## src/rtl/graph_pkg.sv

```systemverilog
// Shared constants and FSM state type for the SSSP graph fetch logic.
// No ports. Used by graph_lane_mask and graph_edge_fetch.
package graph_pkg;

  localparam int LANES      = 16;     // 32-bit entries per 512-bit line
  localparam int LINE_BYTES = 64;
  localparam int PAGE_BYTES = 4096;   // AXI bursts may not cross this boundary
  localparam int PAGE_LINES = PAGE_BYTES / LINE_BYTES;

  localparam logic [2:0] AXI_SIZE_LINE  = 3'd6;  // 64-byte beats
  localparam logic [1:0] AXI_BURST_INCR = 2'd1;

  typedef enum logic [2:0] {
    IDLE    = 3'd0,
    PTR_AR  = 3'd1,
    PTR_R   = 3'd2,
    EMPTY   = 3'd3,
    DATA_AR = 3'd4,
    DATA_R  = 3'd5,
    DONE    = 3'd6
  } fetch_state_t;

endpackage

```

## src/rtl/graph_lane_mask.sv

```systemverilog
// Combinational lane mask for one 16-entry line.
// Ports:
//   line_idx    - line number (global entry index / 16)
//   range_start - first valid global entry index (inclusive)
//   range_end   - end of valid range (exclusive)
//   keep        - bit i set when entry line_idx*16+i lies in [range_start, range_end)
module graph_lane_mask
  import graph_pkg::*;
#(
  parameter int NODE_W = 32
) (
  input  logic [NODE_W-5:0]  line_idx,
  input  logic [NODE_W-1:0]  range_start,
  input  logic [NODE_W-1:0]  range_end,
  output logic [LANES-1:0]   keep
);

  always_comb begin
    keep = '0;
    for (int i = 0; i < LANES; i++) begin
      keep[i] = ({line_idx, 4'(i)} >= range_start) && ({line_idx, 4'(i)} < range_end);
    end
  end

endmodule

```

## src/rtl/graph_edge_fetch.sv

```systemverilog
// Edge fetch stage: for each node ID, reads the CSR row pointers ptr[n] and
// ptr[n+1] over AXI, then streams the adjacency lines covering [ptr[n], ptr[n+1])
// as lane-masked beats with one io_edge_last per node.
// Ports:
//   clk, reset             - clock, asynchronous active-low reset
//   io_addr_ptr/_data      - 64 B aligned bases of row-pointer and edge arrays
//   io_node_*              - node ID request (valid/ready)
//   io_axi_ar* / io_axi_r* - AXI4 read master (single outstanding AR)
//   io_edge_*              - output beat stream: data, keep, last, source node
//   io_busy, io_cnt_node   - FSM not idle, completed node count
//   io_err                 - sticky: bad rresp or decreasing row pointers
//   io_dbg_state           - current FSM state (fetch_state_t encoding)
// Optional build macro GRAPH_FETCH_PERF_EN adds io_cnt_stall and io_cnt_beat.
//
// Handshakes: a transfer happens on a rising clk edge where valid and ready are
// both high; valid never waits on ready, and once raised valid and its payload
// stay stable until that transfer.
module graph_edge_fetch
  import graph_pkg::*;
#(
  parameter int ADDR_W    = 64,
  parameter int DATA_W    = 512,
  parameter int NODE_W    = 32,
  parameter int MAX_BURST = 64
) (
  input  logic               clk,
  input  logic               reset,
  input  logic [ADDR_W-1:0]  io_addr_ptr,
  input  logic [ADDR_W-1:0]  io_addr_data,
  input  logic               io_node_valid,
  output logic               io_node_ready,
  input  logic [NODE_W-1:0]  io_node_data,
  output logic               io_axi_arvalid,
  input  logic               io_axi_arready,
  output logic [ADDR_W-1:0]  io_axi_araddr,
  output logic               io_axi_arid,
  output logic [7:0]         io_axi_arlen,
  output logic [2:0]         io_axi_arsize,
  output logic [1:0]         io_axi_arburst,
  input  logic               io_axi_rvalid,
  output logic               io_axi_rready,
  input  logic [DATA_W-1:0]  io_axi_rdata,
  input  logic               io_axi_rid,
  input  logic [1:0]         io_axi_rresp,
  input  logic               io_axi_rlast,
  output logic               io_edge_valid,
  input  logic               io_edge_ready,
  output logic [DATA_W-1:0]  io_edge_data,
  output logic [LANES-1:0]   io_edge_keep,
  output logic               io_edge_last,
  output logic [NODE_W-1:0]  io_edge_src,
  output logic               io_busy,
  output logic [31:0]        io_cnt_node,
  output logic               io_err,
`ifdef GRAPH_FETCH_PERF_EN
  output logic [31:0]        io_cnt_stall,
  output logic [31:0]        io_cnt_beat,
`endif
  output logic [2:0]         io_dbg_state
);

  localparam int LINE_W = NODE_W - 4;

  fetch_state_t       state;
  logic [NODE_W-1:0]  ptr_start, ptr_end;
  logic               ptr_beat;    // second pointer beat (split row) in progress
  logic [LINE_W-1:0]  beat_line;   // line index of the next data beat
  logic [LINE_W-1:0]  last_line;   // line holding entry end-1
  logic               drain;       // all data received, waiting for last beat to leave

  assign io_axi_arid    = 1'b0;
  assign io_axi_arsize  = AXI_SIZE_LINE;
  assign io_axi_arburst = AXI_BURST_INCR;
  assign io_busy        = (state != IDLE);
  assign io_dbg_state   = state;

  logic r_hs, out_free;
  assign out_free      = !io_edge_valid || io_edge_ready;
  assign io_axi_rready = (state == PTR_R) || ((state == DATA_R) && !drain && out_free);
  assign r_hs          = io_axi_rvalid && io_axi_rready;

  // Row pointer extraction: ptr[n] sits in lane n[3:0] of beat 0; ptr[n+1] is the
  // next lane, or lane 0 of beat 1 when n[3:0]==15.
  logic [3:0]        ln, ln_nx;
  logic [NODE_W-1:0] r_lo, r_nx, r_l0, s_now, e_now, e_m1;
  assign ln    = io_edge_src[3:0];
  assign ln_nx = ln + 4'd1;
  assign r_lo  = io_axi_rdata[int'(ln)*NODE_W +: NODE_W];
  assign r_nx  = io_axi_rdata[int'(ln_nx)*NODE_W +: NODE_W];
  assign r_l0  = io_axi_rdata[NODE_W-1:0];
  assign s_now = ptr_beat ? ptr_start : r_lo;
  assign e_now = ptr_beat ? r_l0 : ((ln == 4'hF) ? ptr_end : r_nx);
  assign e_m1  = e_now - NODE_W'(1);

  logic [ADDR_W-1:0] ptr_addr;
  assign ptr_addr = io_addr_ptr + ADDR_W'({io_node_data, 2'b00});

  // Next data burst: first line either from the pointers just read or the line
  // after the current burst; length capped by lines left, MAX_BURST and the page.
  logic [LINE_W-1:0] dar_line, dar_last, dar_beats;
  logic [ADDR_W-1:0] dar_addr;
  logic [6:0]        dar_page;
  logic [7:0]        dar_len;
  always_comb begin
    dar_line  = (state == PTR_R) ? s_now[NODE_W-1:4] : beat_line + LINE_W'(1);
    dar_last  = (state == PTR_R) ? e_m1[NODE_W-1:4]  : last_line;
    dar_addr  = io_addr_data + ADDR_W'({dar_line, 6'b0});
    dar_page  = 7'(PAGE_LINES) - {1'b0, dar_addr[11:6]};
    dar_beats = dar_last - dar_line + LINE_W'(1);
    if (dar_beats > LINE_W'(MAX_BURST)) dar_beats = LINE_W'(MAX_BURST);
    if (dar_beats > LINE_W'(dar_page))  dar_beats = LINE_W'(dar_page);
    dar_len   = 8'(dar_beats - LINE_W'(1));
  end

  logic [LANES-1:0] line_keep;
  graph_lane_mask #(.NODE_W(NODE_W)) u_mask (
    .line_idx    (beat_line),
    .range_start (ptr_start),
    .range_end   (ptr_end),
    .keep        (line_keep)
  );

  always_ff @(posedge clk or negedge reset) begin
    if (!reset) begin
      state          <= IDLE;
      io_node_ready  <= 1'b0;
      io_axi_arvalid <= 1'b0;
      io_axi_araddr  <= '0;
      io_axi_arlen   <= '0;
      io_edge_valid  <= 1'b0;
      io_edge_data   <= '0;
      io_edge_keep   <= '0;
      io_edge_last   <= 1'b0;
      io_edge_src    <= '0;
      io_cnt_node    <= '0;
      io_err         <= 1'b0;
      ptr_start      <= '0;
      ptr_end        <= '0;
      ptr_beat       <= 1'b0;
      beat_line      <= '0;
      last_line      <= '0;
      drain          <= 1'b0;
    end else begin
      if (io_edge_valid && io_edge_ready) io_edge_valid <= 1'b0;
      if (r_hs && (io_axi_rresp != 2'b00)) io_err <= 1'b1;

      case (state)
        IDLE: begin
          if (io_node_ready && io_node_valid) begin
            io_node_ready  <= 1'b0;
            io_edge_src    <= io_node_data;
            io_axi_arvalid <= 1'b1;
            io_axi_araddr  <= {ptr_addr[ADDR_W-1:6], 6'b0};
            io_axi_arlen   <= (io_node_data[3:0] == 4'hF) ? 8'd1 : 8'd0;
            ptr_beat       <= 1'b0;
            state          <= PTR_AR;
          end else begin
            io_node_ready  <= 1'b1;
          end
        end
        PTR_AR: begin
          if (io_axi_arready) begin
            io_axi_arvalid <= 1'b0;
            state          <= PTR_R;
          end
        end
        PTR_R: begin
          if (r_hs) begin
            ptr_beat  <= 1'b1;
            ptr_start <= s_now;
            ptr_end   <= e_now;
            if (io_axi_rlast) begin
              last_line <= e_m1[NODE_W-1:4];
              if (e_now > s_now) begin
                beat_line      <= s_now[NODE_W-1:4];
                io_axi_arvalid <= 1'b1;
                io_axi_araddr  <= {dar_addr[ADDR_W-1:6], 6'b0};
                io_axi_arlen   <= dar_len;
                state          <= DATA_AR;
              end else begin
                // No edges: a single empty beat still closes the node.
                io_edge_valid <= 1'b1;
                io_edge_data  <= '0;
                io_edge_keep  <= '0;
                io_edge_last  <= 1'b1;
                if (e_now < s_now) io_err <= 1'b1;
                state         <= EMPTY;
              end
            end
          end
        end
        EMPTY: begin
          if (io_edge_valid && io_edge_ready) state <= DONE;
        end
        DATA_AR: begin
          if (io_axi_arready) begin
            io_axi_arvalid <= 1'b0;
            drain          <= 1'b0;
            state          <= DATA_R;
          end
        end
        DATA_R: begin
          if (drain) begin
            if (out_free) state <= DONE;
          end else if (r_hs) begin
            io_edge_valid <= 1'b1;
            io_edge_data  <= io_axi_rdata;
            io_edge_keep  <= line_keep;
            io_edge_last  <= (beat_line == last_line);
            beat_line     <= beat_line + LINE_W'(1);
            if (io_axi_rlast) begin
              if (beat_line != last_line) begin
                io_axi_arvalid <= 1'b1;
                io_axi_araddr  <= {dar_addr[ADDR_W-1:6], 6'b0};
                io_axi_arlen   <= dar_len;
                state          <= DATA_AR;
              end else begin
                drain <= 1'b1;
              end
            end
          end
        end
        DONE: begin
          io_cnt_node   <= io_cnt_node + 32'd1;
          io_node_ready <= 1'b1;
          state         <= IDLE;
        end
        default: state <= IDLE;
      endcase
    end
  end

`ifdef GRAPH_FETCH_PERF_EN
  always_ff @(posedge clk or negedge reset) begin
    if (!reset) begin
      io_cnt_stall <= '0;
      io_cnt_beat  <= '0;
    end else begin
      if (io_edge_valid && !io_edge_ready) io_cnt_stall <= io_cnt_stall + 32'd1;
      if ((state == DATA_R) && r_hs)       io_cnt_beat  <= io_cnt_beat + 32'd1;
    end
  end
`endif

  logic unused_bits;
  assign unused_bits = &{1'b0, io_axi_rid, e_m1[3:0], ptr_addr[5:0], dar_addr[5:0]};

endmodule

```

## config.mk

```make
export PLATFORM = sky130hd
export DESIGN_NAME = graph_edge_fetch
export DESIGN_NICKNAME = d
export VERILOG_FILES = /design/src/rtl/graph_pkg.sv /design/src/rtl/graph_lane_mask.sv /design/src/rtl/graph_edge_fetch.sv
export SDC_FILE = /design/constraint.sdc
export NUM_CORES = 2
export LEC_CHECK = 0
export CORE_AREA = 10 10 519 521
export CTS_CLUSTER_SIZE = 20
export DETAILED_ROUTE_END_ITERATION = 16
export DIE_AREA = 0 0 529 531
export HOLD_SLACK_MARGIN = 0.03
export SETUP_SLACK_MARGIN = 0.5
export SLEW_MARGIN = 5
export SYNTH_ARGS = -nofsm -noshare
export SYNTH_HDL_FRONTEND = slang
export SYNTH_SLANG_ARGS = --single-unit
```

## constraint.sdc

```tcl
create_clock -name clk -period 11.8 [get_ports clk]
set_clock_uncertainty 0.05 [all_clocks]
set_input_delay 2.95 -clock clk [delete_from_list [all_inputs] [get_ports clk]]
set_output_delay 2.95 -clock clk [all_outputs]
set_load 0.05 [all_outputs]
```

# Word level (Yosys, flattened, before mapping)
# Cells that the tools add are included.
# op_classes
addsub	10
magnitude_cmp	36
eq_ne	27
n_shift	2
muxes	96
n_reduce_logical	46
# op_table
cell	count
two-way mux 512 bit	5
one-hot mux 512 bit (2 select lines)	1
indexed part select 512 x 10 -> 32 bit	2
< comparator 32 bit	17
>= comparator 32 bit	16
two-way mux 64 bit	8
two-way mux 28 bit	8
one-hot mux 64 bit (3 select lines)	1
adder 64 x 34 -> 64 bit	2
two-way mux 32 bit	3
two-way mux 16 bit	5
two-way mux 8 bit	9
adder 28 x 1 -> 28 bit, second input constant	2
one-hot mux 28 bit (2 select lines)	1
two-way mux 3 bit	12
two-way mux 1 bit	34
adder 32 x 1 -> 32 bit, second input constant	1
> comparator 32 bit	1
one-hot mux 16 bit (2 select lines)	1
subtractor 32 x 1 -> 32 bit, second input constant	1
equality test 28 bit	1
> comparator 28 x 7 -> 1 bit	1
> comparator 28 x 7 -> 1 bit, second input constant	1
inequality test 28 bit	1
other kinds (29)	83
# word_totals
ff_bits	794
in_bits	682
output_inout_bits	680
elab_cells	235

# Logic depth before layout (Yosys ltp)
# depth
word_depth	18
depth_mapped	53
depth_no_buf	45

# Cells and area by module
# A second synthesis with hierarchy kept.
# unflattened
cells_unflattened	4603
hier_area_um2	49332.3
# modules_own_cells
module	instances	cells_per_inst	area_each_um2	seq_area_each_um2
graph_edge_fetch	1	4279	47077.7	19718.9
graph_lane_mask	1	324	2254.7	0.0

# Worst setup path after synthesis
# Ideal clock, no wire load.
# synth_timing
kind	input port to flip-flop
start	in io_axi_rdata[5]
end	reg io_axi_arlen[6]
setup_time_ns	0.069
t_arrival_ns	11.516
required_time_ns	11.681
slack_ns	0.165
cell_stages	42
path_buffers	3
cell_sequence	mux4_1 > mux4_2 > a221o_1 > a2111oi_4 > nand4_4 > nor3_1 > and3_1 > nand2_1 > nor2_1 > xnor2_1 > nand2_1 > nand2_1 > ha_1 > ha_1 > clkbuf_1 > a21oi_1 > o21ai_0 > a2111oi_1 > [... 6 more ...] > ha_1 > nor2b_1 > o21a_1 > o21a_1 > o21a_1 > o21a_1 > o21ai_0 > nand2b_1 > o21a_1 > clkbuf_1 > nand2_1 > o31a_1 > ha_1 > clkbuf_1 > nand3_1 > xnor2_1 > or4_1 > nand3_1
# synth_between
elab_chain_len	17
word_cells_on_any_way	28
cone_classes	add/sub: 6; order compare: 3; eq/ne: 1; shift: 2; mux: 15; reduce/logical: 1
# synth_lines
element	line	source
start, declared	graph_edge_fetch.sv:42	input logic [DATA_W-1:0] io_axi_rdata,
indexed part select 512 x 10 -> 32 bit	graph_edge_fetch.sv:89	assign r_nx = io_axi_rdata[int'(ln_nx)*NODE_W +: NODE_W];
two-way mux 32 bit	graph_edge_fetch.sv:92	assign e_now = ptr_beat ? r_l0 : ((ln == 4'hF) ? ptr_end : r_nx);
two-way mux 32 bit (*)	graph_edge_fetch.sv:92	
named net e_now[5]	graph_edge_fetch.sv:85	logic [NODE_W-1:0] r_lo, r_nx, r_l0, s_now, e_now, e_m1;
subtractor 32 x 1 -> 32 bit	graph_edge_fetch.sv:93	assign e_m1 = e_now - NODE_W'(1);
two-way mux 28 bit	graph_edge_fetch.sv:106	dar_last = (state == PTR_R) ? e_m1[NODE_W-1:4] : last_line;
subtractor 28 bit	graph_edge_fetch.sv:109	dar_beats = dar_last - dar_line + LINE_W'(1);
adder 28 x 1 -> 28 bit	graph_edge_fetch.sv:109	
[... 2 more ...]	n/a	
> comparator 28 x 7 -> 1 bit	graph_edge_fetch.sv:111	if (dar_beats > LINE_W'(dar_page)) dar_beats = LINE_W'(dar_page);
two-way mux 8 bit	graph_edge_fetch.sv:111	
subtractor 8 x 1 -> 8 bit	graph_edge_fetch.sv:112	dar_len = 8'(dar_beats - LINE_W'(1));
two-way mux 8 bit	graph_edge_fetch.sv:212	if (beat_line != last_line) begin
two-way mux 8 bit	graph_edge_fetch.sv:211	if (io_axi_rlast) begin
two-way mux 8 bit	graph_edge_fetch.sv:205	end else if (r_hs) begin
two-way mux 8 bit	graph_edge_fetch.sv:203	if (drain) begin
one-hot mux 8 bit (3 select lines)	graph_edge_fetch.sv:147	case (state)
end signal, assigned	graph_edge_fetch.sv:154	io_axi_arlen <= (io_node_data[3:0] == 4'hF) ? 8'd1 : 8'd0;
end signal, assigned	graph_edge_fetch.sv:178	io_axi_arlen <= dar_len;
end signal, assigned	graph_edge_fetch.sv:215	io_axi_arlen <= dar_len;
end, declared	graph_edge_fetch.sv:37	output logic [7:0] io_axi_arlen,
# Mark *: on every way through the listed nets, which the timed path passes. The rest lies on a longest branch. The select of a mux whose other input is x is not followed.
# A chain may end at the register's enable or synchronous reset.

# Worst setup path in the final report
# layout_timing
start	in io_axi_rdata[260]
end	reg io_axi_arlen[4]
# layout_between
elab_chain_len	17
word_cells_on_any_way	28
cone_classes	add/sub: 6; order compare: 3; eq/ne: 1; shift: 2; mux: 15; reduce/logical: 1
# layout_lines
element	line	source
indexed part select 512 x 10 -> 32 bit (*)	graph_edge_fetch.sv:89	
two-way mux 32 bit (*) (2 in series)	graph_edge_fetch.sv:92	
named net e_now[4]	graph_edge_fetch.sv:85	
subtractor 32 x 1 -> 32 bit	graph_edge_fetch.sv:93	
two-way mux 28 bit	graph_edge_fetch.sv:106	
subtractor 28 bit	graph_edge_fetch.sv:109	
adder 28 x 1 -> 28 bit	graph_edge_fetch.sv:109	
> comparator 28 x 7 -> 1 bit	graph_edge_fetch.sv:110	if (dar_beats > LINE_W'(MAX_BURST)) dar_beats = LINE_W'(MAX_BURST);
two-way mux 28 bit	graph_edge_fetch.sv:110	
> comparator 28 x 7 -> 1 bit	graph_edge_fetch.sv:111	
two-way mux 8 bit	graph_edge_fetch.sv:111	
subtractor 8 x 1 -> 8 bit	graph_edge_fetch.sv:112	
two-way mux 8 bit	graph_edge_fetch.sv:212	
two-way mux 8 bit	graph_edge_fetch.sv:211	
two-way mux 8 bit	graph_edge_fetch.sv:205	
two-way mux 8 bit	graph_edge_fetch.sv:203	
one-hot mux 8 bit (3 select lines)	graph_edge_fetch.sv:147	
# Marks and branches as above.

==> impl_metrics.yaml <==
drt:
  via_per_inst: 5.036
  wire_per_inst_um: 36.30
  post_detailed_route_count_of_antenna_violating_nets: 0
  detailedRoute.firstIterationViolations: 5342
  drt-pass1-iter-count: 8
  num_vias: 52620
  route.detailed.drc: 0
  routed_wirelength_mm: 379.3
min_path:
  hp-class: "reg -> reg"
sta:
  hold_violations: 0
  final_critical_delay_including_setup_and_external_delays_ns: 11.16
  endpoints_failing_setup: 0
  grt_setup_unrepaired: "true"
  worst_slew_margin_relative_to_its_limit: 0.1569
  tns_ns: 0
  drv_slew: 0
  layout_setup_ws_ns: 0.6438
  tightest_slew_ns: 1.265
  period_utilization_post_route: 0.9454
  max_clock_freq_mhz: 89.64
pwr:
  leakage_nw: 33.80
  power.density_cell_area_nw_per_um2: 367.0
  irDropWorstVdd_uv: 229.4
placed_design:
  preCtsSetupSlack_ns: -1.367
  dpl.cell_count: 10150
  dpl_cell_area_sq_um: 72510
  port-buffer-count: 1340
  routabilityCongestion: 1.038
  detailedPlacementHpwl_mm: 317.5
floorplan:
  dieArea_sq_um: 280900
  die-height_um: 531
  ios: 1362
  chipWidth_um: 529
  floorplan.initialDensity: 0.1892
  coreArea_sq_um: 258800
  core.rowCount: 187
critical_path:
  worstPathArrival_ns: 11.75
  crit_required_ns: 12.40
  rr_endpoint: "io_axi_arlen[4]$_DFFE_PN0P_"
  cp-start-kind: "input port"
  cp-endpoint: "io_axi_arlen[4]$_DFFE_PN0P_"
  ff2ff_path_depth: 49
  worst-path-max-fanout: 5
  worst_setup_ep_type: "register"
  crit-reg2reg-launch: "io_edge_src[1]$_DFFE_PN0P_"
  critPathSlowestCell: "sky130_fd_sc_hd__mux4_2"
  category_of_the_critical_setup_timing_path: "in -> reg"
  timing.critical_path.slowest_cell_delay_ns: 0.53
  worstSetupStartpoint: "io_axi_rdata[260]"
  ff2ff_setup_slack_ns: 1.74
synth:
  synth_cell_types: 85
  synth_top_area_cell: "sky130_fd_sc_hd__dfrtp_1"
  cell_area_after_technology_mapping_sq_um: 48950
  synth_top_cells_by_area: "sky130_fd_sc_hd__dfrtp_1 40%, sky130_fd_sc_hd__a22o_1 9.3%, sky130_fd_sc_hd__mux4_2 9.1%, sky130_fd_sc_hd__ha_1 5.5%, sky130_fd_sc_hd__nand2_1 4.6%"
  post_synth_edffs: 0
  synth.yosys.seq_area_share: 0.4028
  synth_top_area_share: 0.4028
  yosysMostFrequentCell: "sky130_fd_sc_hd__dfrtp_1"
  synth-seq-cells: 788
  synthesis.area_per_instance_sq_um: 10.07
  synth_common_cells: "788 x sky130_fd_sc_hd__dfrtp_1, 596 x sky130_fd_sc_hd__nand2_1, 519 x sky130_fd_sc_hd__a22o_1"
  synthFlopType: "sky130_fd_sc_hd__dfrtp_1"
  synth-async-reset-ratio: 1.000
  synth.yosys.warnings: 0
  postSynthCellCount: 4860
global_route:
  use_met3: 0.08698
  most_used_layer_global_route: "met2"
  grt_overflow: 0
  grt_util_met1: 0.3159
  grt_max_degree: 190
  grt_antenna_before_repair: 169
  grt_use_met2: 0.4005
  via_count_of_the_first_global_routing_pass: 51820
  grt_first_pass_wirelength_mm: 492.8
  track_usage: 0.2567
final_layout:
  sequential_cell_area_sq_um: 19730
  stdcell_count: 10450
  area_delta_synth_final_pct: 57.97
  multiInputGateArea_sq_um: 28030
  design.final.nets: 7769
  filler_cell_count: 26680
  post_route_cells_drive_above_1_share: 0.2145
  final_cell_area_sq_um: 77330
flow_run:
  cap_violations: 0
cts:
  htree_levels: 3
  clock_sinks: 788
  clock_tree_root: "sky130_fd_sc_hd__clkbuf_16"
  cts_hold_buffers: 0
  number_of_buffers_added_by_the_clock_tree_synthesis_step: 103
  clk-insertion-delay-late_ns: 0.79
  clk_path_buf_depth: 3
  cts.clk_slew.worst_paths_ns: 0.07
  tritoncts: "built"
status:
  run_status: "finished clean"
flip-flops by register name (all words and copies together), names as in the netlist, 3 cells and up:
signal,count
beat_line,28
io_axi_araddr,58
io_axi_arlen,8
io_cnt_node,32
io_dbg_state,3
io_edge_data,512
io_edge_keep,16
io_edge_src,32
last_line,28
ptr_end,32
ptr_start,32
cells in the final DEF, fill, tap and decap left out, drive strengths merged, types with 22 or more instances in the layout:
cell,count
a21o,74
clkdlybuf4s50,1302
nor2,254
a22o,519
o221ai,65
nand2b,33
mux2i,163
diode,86
xor2,80
o22ai,52
o31ai,26
nand2,596
inv,200
clkbuf,144
a21oi,237
mux4,200
nand4,68
xnor2,152
nand3,82
o21ai,286
nor3,47
dlymetal6s2s,22
buf,920
nor2b,33
dfrtp,788
o21a,41
and3,44
ha,214
clkinv,27
worst min path at each step:
stage	slack (ns)	startpoint	cells past startpoint	endpoint
finish	0.43	io_edge_src[15]$_DFFE_PN0P_	2	io_edge_src[15]$_DFFE_PN0P_
detailed placement	0.41	io_err$_DFF_PN0_	1	io_err$_DFF_PN0_
global route	0.45	ptr_end[14]$_DFFE_PN0P_	2	ptr_end[14]$_DFFE_PN0P_
global placement	0.41	io_edge_src[13]$_DFFE_PN0P_	2	io_edge_src[13]$_DFFE_PN0P_
CTS	0.42	io_cnt_node[31]$_DFFE_PN0P_	1	io_cnt_node[31]$_DFFE_PN0P_
floorplan	0.40	ptr_end[10]$_DFFE_PN0P_	2	ptr_end[10]$_DFFE_PN0P_
routing by layer:
layer / part of all wire / vias to the layer above / wire length [um]
li1: - / 22240 / -
met1: 0.40 / 26850 / 151700
met2: 0.44 / 2825 / 166700
met3: 0.10 / 621 / 37930
met4: 0.059 / 86 / 22420
met5: 0.0014 / - / 542
through the flow:
step                      power, mW  hold WS, ns  utilization
after floorplan               14.04       0.3998            -
after global placement        23.61       0.4066       0.2802
after detailed placement      23.75       0.4098       0.2802
after CTS                     28.15       0.4240       0.2970
after global routing          29.73       0.4477       0.2985
final                         28.38       0.4255       0.2988
where the power goes:
part           switching (mW)  leakage (nW)  internal, mW
Combinational            12.9          21.5          7.84
Sequential              0.736          10.5          3.45
Clock                    1.51          1.73          1.96
Total                    15.1          33.8          13.3
cells by family after synthesis:
logic type,after synthesis,synth area share
adder cells (fa/ha/maj),216,0.05551
AND/OR/NAND/NOR,1238,0.1132
buffers and inverters,556,0.04506
AO/OA/AOI/OAI,1452,0.2130
flip-flops,788,0.4028
XOR/XNOR,232,0.04151
multiplexers,376,0.1287
other,2,0.0001534
worst max-delay path, delay by kind of cell:
kind	cells	cell delay [ns]
adder cells (fa/ha/maj)	4	0.86
XOR/XNOR	1	0.14
buffers and inverters	10	1.44
AND/OR/NAND/NOR	15	2.12
multiplexers	3	1.18
AO/OA/AOI/OAI	16	3.04
cell type report:
cell class              count  share of cell area
repair buffers           2254              0.2678
diodes                     86            0.002783
well taps                3402             0.05504
clock buffers             138             0.03789
flip-flops and latches    788              0.2552
multi-input cells        3526              0.3624
inverters                 198            0.009611
clock inverters            57            0.009319
timing repair:
item / CTS / global route
cloned: 0 / 0
buffers inserted: 15 / 5
setup endpoints to repair: 8 / 7
resized for setup: 117 / 90
pin swaps: 63 / 30
Note: power is estimated with default switching activity, not from simulation.
